**config.mk**
```make
export PLATFORM = sky130hd
export DESIGN_NAME = max7219_rx
export DESIGN_NICKNAME = d
export VERILOG_FILES = /design/src/rtl/max7219_rx.sv
export SDC_FILE = /design/constraint.sdc
export NUM_CORES = 1
export LEC_CHECK = 0
export ABC_CLOCK_PERIOD_IN_PS = 3400
export CAP_MARGIN = 40
export CORE_MARGIN = 2
export CORE_UTILIZATION = 51
export CTS_CLUSTER_DIAMETER = 80
export DETAILED_ROUTE_END_ITERATION = 7
export PLACE_DENSITY = 0.85
export SKIP_CTS_REPAIR_TIMING = 1
export SYNTH_ARGS = -nofsm -noshare
export SYNTH_HDL_FRONTEND = slang
export SYNTH_HIERARCHICAL = 1
export SYNTH_SLANG_ARGS = --single-unit
```
**constraint.sdc**
```tcl
create_clock -name i_Clk -period 3.4 [get_ports i_Clk]
set_input_delay 0.51 -clock i_Clk [delete_from_list [all_inputs] [get_ports i_Clk]]
set_output_delay 0.51 -clock i_Clk [all_outputs]
set_load 0.01 [all_outputs]
```
**src/rtl/max7219_rx.sv**
```systemverilog
// -----------------------------------------------------------------------------
// max7219_rx
// Receive-side model of a MAX7219 daisy chain. Oversamples DIN/CLK/LOAD on the
// system clock, shifts bits through a chain of N = DISP_ROWS*DISP_COLUMNS
// 16-bit device registers and, on every LOAD rising edge, decodes each
// device's word into that device's register file.
//
// Optional build macro: MAX7219_RX_DOUT_EN -- adds o_Dout, the registered
// far-end chain bit (models the last device's DOUT).
//
// Ports
//   i_Clk          system clock, rising edge
//   i_Rst          asynchronous, active-high reset
//   i_Din/i_Sclk/i_Load   serial link, asynchronous to i_Clk
//   o_Digit        [N-1:0][0:7][7:0] digit rows, row index = address-1
//   o_Intensity    [N-1:0][3:0]  reg 0xA
//   o_Scan_Limit   [N-1:0][2:0]  reg 0xB
//   o_Decode       [N-1:0][7:0]  reg 0x9
//   o_Shutdown     [N-1:0]       1 = shut down (reg 0xC writes ~data[0])
//   o_Test         [N-1:0]       reg 0xF data[0]
//   o_Frame_Valid  one-cycle pulse on every latch
//   o_Frame_Error  coincident pulse when the bit count was not 16*N
//   o_Dout         far-end chain bit (MAX7219_RX_DOUT_EN only)
// -----------------------------------------------------------------------------

// Per-device register file: decodes one 12-bit {addr,data} slice on latch.
module max7219_rx_dev (
    input  logic             i_Clk,
    input  logic             i_Rst,
    input  logic             latch_i,
    input  logic [11:0]      word_i,
    output logic [0:7][7:0]  digit_o,
    output logic [3:0]       intensity_o,
    output logic [2:0]       scan_limit_o,
    output logic [7:0]       decode_o,
    output logic             shutdown_o,
    output logic             test_o
);
    logic [3:0] addr;
    logic [7:0] data;

    assign addr = word_i[11:8];
    assign data = word_i[7:0];

    always_ff @(posedge i_Clk or posedge i_Rst) begin
        if (i_Rst) begin
            digit_o      <= '0;
            intensity_o  <= '0;
            scan_limit_o <= '0;
            decode_o     <= '0;
            shutdown_o   <= 1'b1;
            test_o       <= 1'b0;
        end else if (latch_i) begin
            case (addr)
                4'h1, 4'h2, 4'h3, 4'h4,
                4'h5, 4'h6, 4'h7, 4'h8: digit_o[3'(addr - 4'h1)] <= data;
                4'h9:    decode_o     <= data;
                4'hA:    intensity_o  <= data[3:0];
                4'hB:    scan_limit_o <= data[2:0];
                4'hC:    shutdown_o   <= ~data[0];
                4'hF:    test_o       <= data[0];
                default: ;  // 0x0 no-op, 0xD/0xE ignored
            endcase
        end
    end
endmodule

module max7219_rx #(
    parameter int DISP_ROWS    = 1,
    parameter int DISP_COLUMNS = 1
) (
    input  logic                                          i_Clk,
    input  logic                                          i_Rst,
    input  logic                                          i_Din,
    input  logic                                          i_Sclk,
    input  logic                                          i_Load,
    output logic [DISP_ROWS*DISP_COLUMNS-1:0][0:7][7:0]   o_Digit,
    output logic [DISP_ROWS*DISP_COLUMNS-1:0][3:0]        o_Intensity,
    output logic [DISP_ROWS*DISP_COLUMNS-1:0][2:0]        o_Scan_Limit,
    output logic [DISP_ROWS*DISP_COLUMNS-1:0][7:0]        o_Decode,
    output logic [DISP_ROWS*DISP_COLUMNS-1:0]             o_Shutdown,
    output logic [DISP_ROWS*DISP_COLUMNS-1:0]             o_Test,
    output logic                                          o_Frame_Valid,
    output logic                                          o_Frame_Error
`ifdef MAX7219_RX_DOUT_EN
    ,
    output logic                                          o_Dout
`endif
);
    localparam int N        = DISP_ROWS * DISP_COLUMNS;
    localparam int CW       = 16 * N;
    localparam int CNT_W    = $clog2(CW + 2);
    localparam logic [CNT_W-1:0] CNT_FULL = CNT_W'(CW);
    localparam logic [CNT_W-1:0] CNT_MAX  = CNT_W'(CW + 1);

    // [0],[1] synchronizer stages, [2] history for edge detection
    logic [1:0] din_s_q;
    logic [2:0] sclk_s_q;
    logic [2:0] load_s_q;

    logic [CW-1:0]    chain_q, chain_d;
    logic [CNT_W-1:0] cnt_q,   cnt_d;
    logic             vld_q,   err_q;

    logic sclk_rise, load_rise, shift_en, err_d;

    always_ff @(posedge i_Clk or posedge i_Rst) begin
        if (i_Rst) begin
            din_s_q  <= '0;
            sclk_s_q <= '0;
            load_s_q <= '0;
        end else begin
            din_s_q  <= {din_s_q[0], i_Din};
            sclk_s_q <= {sclk_s_q[1:0], i_Sclk};
            load_s_q <= {load_s_q[1:0], i_Load};
        end
    end

    assign sclk_rise = sclk_s_q[1] & ~sclk_s_q[2];
    assign load_rise = load_s_q[1] & ~load_s_q[2];
    // Gate on the previous LOAD sample so an SCLK edge coinciding with the
    // LOAD edge still shifts in (the final bit of a frame).
    assign shift_en  = sclk_rise & ~load_s_q[2];

    always_comb begin
        chain_d = chain_q;
        cnt_d   = cnt_q;
        if (shift_en) begin
            chain_d = {chain_q[CW-2:0], din_s_q[1]};
            if (cnt_q != CNT_MAX) cnt_d = cnt_q + 1'b1;
        end
    end

    // Latch sees the post-shift chain and count.
    assign err_d = load_rise && (cnt_d != CNT_FULL);

    always_ff @(posedge i_Clk or posedge i_Rst) begin
        if (i_Rst) begin
            chain_q <= '0;
            cnt_q   <= '0;
            vld_q   <= 1'b0;
            err_q   <= 1'b0;
        end else begin
            chain_q <= chain_d;
            cnt_q   <= load_rise ? '0 : cnt_d;
            vld_q   <= load_rise;
            err_q   <= err_d;
        end
    end

    assign o_Frame_Valid = vld_q;
    assign o_Frame_Error = err_q;

    for (genvar g = 0; g < N; g++) begin : g_dev
        max7219_rx_dev u_dev (
            .i_Clk        (i_Clk),
            .i_Rst        (i_Rst),
            .latch_i      (load_rise),
            .word_i       (chain_d[16*g +: 12]),
            .digit_o      (o_Digit[g]),
            .intensity_o  (o_Intensity[g]),
            .scan_limit_o (o_Scan_Limit[g]),
            .decode_o     (o_Decode[g]),
            .shutdown_o   (o_Shutdown[g]),
            .test_o       (o_Test[g])
        );
    end

`ifdef MAX7219_RX_DOUT_EN
    logic dout_q;
    always_ff @(posedge i_Clk or posedge i_Rst) begin
        if (i_Rst) dout_q <= 1'b0;
        else       dout_q <= chain_q[CW-1];
    end
    assign o_Dout = dout_q;
`endif
endmodule
```
==> results.txt, run 1 <==
The post-route antenna net violation count is 0, and the count of distinct cell types in the synthesized netlist is 40. The share of the core filled with cells in the final layout is 67.8%. In this run the worst setup path begins at load_s_q[2]. The tools report the setup total negative slack as 0 ns. At the worst endpoint, the required time is 3.66 ns. The worst setup path is launched from a flip-flop. For met2 alone, demand over resource in global routing was 33.6%. In this run the static leakage power is 2.63 nW. The tree is rooted in a clkbuf_8. The tools report the via count of the first global-routing pass as 2715.

The mapped cell area came out at 0.00433 sq mm. The number of pins with negative max-slew slack in the final report was 0; the met1 usage in global routing was 28.1%. The most frequent cell after synthesis was dfrtp_1. The worst register-to-register path begins at load_s_q[2].

0 antenna diodes ended up in the layout. Cell type with the highest aggregate area in the netlist: dfrtp_1. The number of setup violations in the final report was 0.

The number of standard cells after synthesis is 281. Relative to the synthesized area, the layout overhead comes to 28.7%. The areal power density over the cells came out at 534 mW/mm^2. In this run the worst path has a maximum fanout of 17.

The run gives 8.22% as the met3 track utilization from global routing. The logs give 2589 for the total via count after detailed routing and 0 for the hold violation total from the final report. The final layout contains routed wiring with a total length of 9180 um. The start point of the worst min-delay path was load_s_q[0]. The first detailed-routing pass ran for 4 iterations. The number of buffers added on ports is 87, and the actual transition at the worst max-transition pin is 0.588 ns. The initial antenna violation count was 0.

The most used flip-flop cell after synthesis is dfrtp_1. The logs give 2 for the number of buffers on the longest clock path and 0.00822 sq mm for the total core area. The part of the cycle the worst path needs was 88.2%; the ratio of cells with drive above 1 in the final layout was 32.7%. Across every metal layer, demand over resource in global routing totals 21.6%. In this run the mean area of a mapped cell was 15.4 sq um. The number of levels the H-tree was split into came out at 3. The global routing stage identified its most utilized layer as met2.

The setup skew after layout is 0.0139 ns, and the worst hold margin is 0.371 ns. The worst path in the final design needs a cycle of 3.00 ns, including I/O delays and setup. The die covers 0.00924 sq mm.

The tree built by TritonCTS fans out to 108 sinks. Clock slew seen by the registers of the worst setup and hold paths: 0.10 ns. The worst hold path belongs to the class reg2reg.

The max capacitance violation total was 0; the fraction of post-synthesis cell area in the top cell type by area was 61.9%. Data on the critical path arrives at its endpoint at 3.26 ns. The remaining global-route overflow was 0; the per-cell via count in the routed design was 5.35. Net count of the mapped netlist: 292. The initial utilization of the core area, before any placement, comes to 52.7%. Setup repair after global routing left no endpoint under its margin.

Summing the sequential cell areas from Yosys gives 62.5% of the chip area. The achievable clock frequency is 333 MHz. After the last flow step, the layout net total stands at 385.

The global-route wire length before repair came out at 14600 um. Worst slew slack as a fraction of its limit: 60.8%. After floorplanning, the core was divided into 33 placement rows. In the routed design, unresolved DRC markers number 0.

Yosys attributes the largest share of cell area to dfrtp_1, mux2_2, mux2_4, ha_1, nand2_1. The tools report the final weighted congestion in routability-driven placement as 0.861. For this design the top-level I/O count stands at 88.

TritonCTS built the clock tree. The later pin in the worst-skew pair is clocked with a latency of 0.37 ns. Entering global routing, the biggest net connects 33 pins. The post-synthesis register bit count was 108.

For the total clock buffers created by CTS, the log shows 9. The fraction of synthesis flops using an asynchronous set or reset pin works out to 100%. By count the netlist is led by dfrtp_1, mux2_2, nand2_1. STA classifies the critical path endpoint as a flip-flop.

The number of enable-type register cells in the synthesized netlist works out to 0. The setup path with the least slack is of type reg2reg. The flow ran to the end, and the final reports show no timing, DRC or antenna violations. The die height was 96.1 um; the number of DRC violations after detailed-routing iteration 0 was 82. Highest ir drop seen on vdd: 0.000282 V. The floorplan step set the die width to 96.1 um. The Yosys step of the flow raised 6 warnings.

Detailed placement finished with a half-perimeter wire length of 6350 um. The final routed wire length divided by cell count is 19.0 um.
==> layout by cell type (no fill, tap or decap), types with 4 or more instances in the layout <==
cell type        Yosys  final
nand2_1             12     12
mux2_2              83     83
clkinvlp_4           0      4
mux2_4               9      9
dfrtp_1            107    107
clkbuf_8             0      9
clkdlybuf4s50_1      0     87
nand4_1              5      5
xor2_1               4      4
buf_4                2      5
inv_1                6      5
ha_1                 6      6
==> state kept, by name (all words and copies together), names as in the netlist, 2 cells and up <==
register                  cells
chain_q                      12
cnt_q                         5
din_s_q                       2
g_dev.u_dev/decode_o          8
g_dev.u_dev/digit_o          64
g_dev.u_dev/intensity_o       4
g_dev.u_dev/scan_limit_o      3
load_s_q                      3
sclk_s_q                      3
==> layout make-up <==
cell class	count	area [sq um]
multi-input combinational	155	1530
clock inverter	7	98.8
tap	105	131
inverter	6	23.8
sequential	108	2700
clock buffer	9	124
fill	567	2650
timing repair buffer	94	956
==> through the flow <==
stage          instances  worst slack [ns]  area [sq um]  total power, mW
6_report             484             0.400          5570             2.98
2_1_floorplan        281             0.468          4330             1.88
4_1_cts              484             0.404          5570             3.01
3_3_place_gp         466             0.585          5300             2.13
3_5_place_dp         468             0.431          5350             2.17
5_1_grt              484             0.288          5570             3.12
==> routing by layer <==
metal	vias up	share of wire, %
met5	-	0
met4	0	1.2
met3	9	7.4
met2	78	49
met1	1324	43
li1	1178	-
==> final timing paths <==
kind | endpoint | slack [ns] | depth (start not counted)
max in group asynchronous | g_dev[0].u_dev/digit_o[23] | 2.06 | 4
setup reg to reg | g_dev[0].u_dev/digit_o[1] | 0.40 | 7
hold reg to reg | load_s_q[1] | 0.37 | 0
hold / removal | load_s_q[1] | 0.37 | 0
setup / recovery | g_dev[0].u_dev/digit_o[1] | 0.40 | 7
min in group asynchronous | load_s_q[0] | 0.48 | 2
==> where the power goes <==
part	switching [mW]	leakage [nW]	internal, mW
logic	0.358	1.06	0.301
registers	0.0669	1.47	1.40
clock network	0.431	0.0981	0.417
total	0.856	2.63	2.12
==> cell families (layout without fill, tap and decap cells) <==
group	after synthesis	count (layout)	share of synthesized area, %
compound gates	11	11	1.97
xor+xnor	6	6	1.21
fa+ha+maj	6	6	1.73
buf+inv	18	116	2.11
flops	108	108	62.5
mux	93	93	25.0
simple gates	39	39	5.52
==> critical path, cell delays in order, from the launching register on <==
cell     delay [ns]
dfrtp_1        0.42
nor3b_4        0.26
buf_4          0.27
mux2_2         0.47
nor4_1         0.47
a211o_1        0.20
or3_1          0.46
mux2_4         0.35
Note: power is estimated with default switching activity, not from simulation.
==> run 2, diff against run 1 <==
--- a/config.mk
+++ b/config.mk
@@ -7,7 +7,7 @@
 export LEC_CHECK = 0
 export ABC_CLOCK_PERIOD_IN_PS = 3400
 export CAP_MARGIN = 40
-export CORE_MARGIN = 2
+export CORE_MARGIN = 1.5
 export CORE_UTILIZATION = 51
 export CTS_CLUSTER_DIAMETER = 80
 export DETAILED_ROUTE_END_ITERATION = 7
==> run 2 against run 1 <==
Net effect: register-to-register slack better by 0.02 ns; sequential cell count stayed put; design area is 0.11% lower; global-route usage is 0.56 points lower; non-clock buffer count is 1 lower; worst setup slack better by 0.015 ns; sequential share of layout area is 0.055 points higher; maximum frequency is 0.50% higher; critical endpoint is now g_dev[0].u_dev/digit_o[3].
==> results.txt, run 2 (synthesis results as in run 1) <==
The run finished with clean final reports. The maximum number of pins on one net before global-route repair came out at 40 (was 33). The register bank with the most flops is g_dev.u_dev/digit_o (unchanged). Buffer type at the clock tree root: clkbuf_8 (unchanged). The post-route antenna net violation count was 0 (unchanged); the final weighted congestion in routability-driven placement was 0.836 (was 0.861). Standard cell with the maximum stage delay on the critical path: nor4_1 (was mux2_2). The actual transition at the worst max-transition pin was 0.685 ns (was 0.588 ns); the highest ir drop seen on vdd was 0.000391 V (was 0.000282 V). The kind of critical path is reg2reg (unchanged). Cells along the critical path: nor3b_4 -> buf_4 -> mux2_2 -> nor4_1 -> a211o_1 -> or3_1 -> mux2_4 (unchanged). The highest fanout seen on the critical path is 17 (unchanged), and the data required time of the critical path is 3.65 ns (was 3.66 ns). The flip-flop count of the largest register, all copies and words added is 64 (unchanged). The final worst slack is 0.415 ns (was 0.400 ns).

The number of detailed-routing iterations run before antenna repair was 4 (unchanged). The delay contributed by the slowest stage of the critical path works out to 0.48 ns (was 0.47 ns). For the footprint of the multi-input gates, the log shows 0.00153 sq mm (unchanged). The run gives 8970 um (was 9180 um) as the routed wire length.

Clock insertion delay at the later pin of the skew report: 0.35 ns (was 0.37 ns). The achievable clock frequency was 335 MHz (was 333 MHz); the number of pins with negative max-slew slack in the final report was 0 (unchanged). The run gives 2.64 nW (was 2.63 nW) as the leakage power total. The number of placement rows was 33 (unchanged). The tools report the total via count after detailed routing as 2589 (unchanged). The initial antenna violation count is 0 (unchanged), and the number of top-level pins is 88 (unchanged).

The run gives 0 (unchanged) as the hold violation total from the final report. The die span in x works out to 95.1 um (was 96.1 um). Largest registers: g_dev.u_dev/digit_o (64), chain_q (12), g_dev.u_dev/decode_o (8) (unchanged).

Worst slew slack as a fraction of its limit: 54.3% (was 60.8%). For the cell area reported after detailed placement, the log shows 0.00533 sq mm (was 0.00535 sq mm). The number of nets in the finished design came out at 384 (was 385). The number of buffers added on ports works out to 87 (unchanged). The number of setup violations in the final report was 0 (unchanged). Minimum clock period after layout: 2.98 ns (was 3.00 ns). The via count of the first global-routing pass is 2695 (was 2715), and the ratio of cells with drive above 1 in the final layout is 32.3% (was 32.7%). The effective utilization at floorplan is 52.7% (unchanged), and the areal power density over the cells is 542 mW/mm^2 (was 534 mW/mm^2). The number of levels the H-tree was split into is 3 (unchanged), and the part of the cycle the worst path needs is 87.8% (was 88.2%).

The run gives 2 (unchanged) as the number of buffers on the longest clock path. Setup repair after global routing left no endpoint under its margin. Remaining global-route overflow: 0 (unchanged). The tools report the element type at the critical path start as a flip-flop (unchanged). For the die footprint, the log shows 0.00905 sq mm (was 0.00924 sq mm). Global-route wire length before repair: 14100 um (was 14600 um). Clock slew seen by the registers of the worst setup and hold paths: 0.10 ns (about the same).

The most frequent standard cell in the layout excluding fill and tap cells is dfrtp_1 (unchanged). The final cell area excluding filler cells is 0.00556 sq mm (was 0.00557 sq mm), and the final routed wire length divided by cell count is 18.6 um (was 19.0 um). For the max capacitance violation total, the log shows 0 (unchanged). The logs give 21.1% (was 21.6%) for the global routing usage summed across all routing layers and 0 ns (unchanged) for the setup total negative slack. Most frequent cells in the layout: dfrtp_1, clkdlybuf4s50_1, mux2_2 (unchanged). The number of DRC violations after detailed-routing iteration 0 is 97 (was 82). The per-cell via count in the routed design was 5.36 (was 5.35). The clock sink count was 108 (unchanged); the total core area was 0.00822 sq mm (unchanged). Die height: 95.1 um (was 96.1 um).

TritonCTS built the clock tree. The area added between synthesis and finish came out at 28.6% (was 28.7%). The tools report the count of unresolved DRC violations after routing as 0 (unchanged). Endpoint type of the worst setup path: a flip-flop (unchanged). The logs give 571 (was 567) for the filler cell count in the final layout and 0.0108 ns (was 0.0139 ns) for the setup skew after layout. For the arrival time reported for the critical path endpoint, the log shows 3.23 ns (was 3.26 ns). Total clock buffers created by CTS: 9 (unchanged). The area used by sequential logic in the layout was 0.00270 sq mm (unchanged); the final HPWL from detailed placement was 6190 um (was 6350 um).

The class of the tightest hold or removal check is reg2reg (unchanged). Diode insertion count for antenna repair: 0 (unchanged). The tools report the placement-stage worst setup slack as 0.496 ns (was 0.431 ns).
-- run 2: cell count changes in the layout (fill, tap and decap cells not counted) --
cell / change
clkbuf_8: +3
clkinvlp_4: -3
buf_12: -1
clkbuf_1: +1
inv_6: -1
-- run 2: cell type report --
type                    instances  area share (%)
clock buffers                  13            3.04
clock inverters                 3            1.21
inverters                       6           0.427
multi-input cells             155            27.5
flip-flops and latches        108            48.6
well taps                     105            2.36
repair buffers                 93            16.8
-- run 2: worst max-delay path, delay by kind of cell, from the launching register on --
family	cells	cell delay (ns)
buffers and inverters	1	0.27
muxes	2	0.81
AOI/OAI and AO/OA	1	0.21
and+or+nand+nor	3	1.15
DFF	1	0.43
-- run 2: power breakdown --
part	internal (mW)	total, mW	switching, mW	leakage, nW
sequential	1.40	1.47	0.0690	1.47
clock	0.476	0.878	0.402	0.116
combinational	0.299	0.666	0.366	1.05
-- run 2: layer usage --
metal / GRT usage [%] / vias up / wire length (um)
met1: 26.9 / 1329 / 3780
met3: 6.78 / 17 / 628
li1: - / 1168 / -
met4: 7.46 / 0 / 156
met2: 33.7 / 75 / 4400
met5: 0 / - / 0
-- run 2: path summary, 6_finish.rpt --
check | from | end | slack (ns) | cells past startpoint
worst max register to register | load_s_q[2] | g_dev[0].u_dev/digit_o[3] | 0.42 | 7
worst min register to register | din_s_q[0] | din_s_q[1] | 0.36 | 0
worst max-delay path | load_s_q[2] | g_dev[0].u_dev/digit_o[3] | 0.42 | 7
max in group asynchronous | i_Rst | g_dev[0].u_dev/test_o | 2.05 | 3
min in group asynchronous | i_Rst | sclk_s_q[0] | 0.49 | 2
worst min-delay path | din_s_q[0] | din_s_q[1] | 0.36 | 0
-- run 2: per-stage QoR --
| stage | util, % | instances | hold WS (ns) | power [mW] |
|---|---|---|---|---|
| after floorplan | - | 281 | 0.331 | 1.88 |
| after global placement | 64.5 | 466 | 0.338 | 2.13 |
| after detailed placement | 64.8 | 467 | 0.339 | 2.16 |
| after CTS | 67.7 | 483 | 0.365 | 3.03 |
| after global routing | 67.7 | 483 | 0.370 | 3.14 |
| final | 67.7 | 483 | 0.360 | 3.02 |
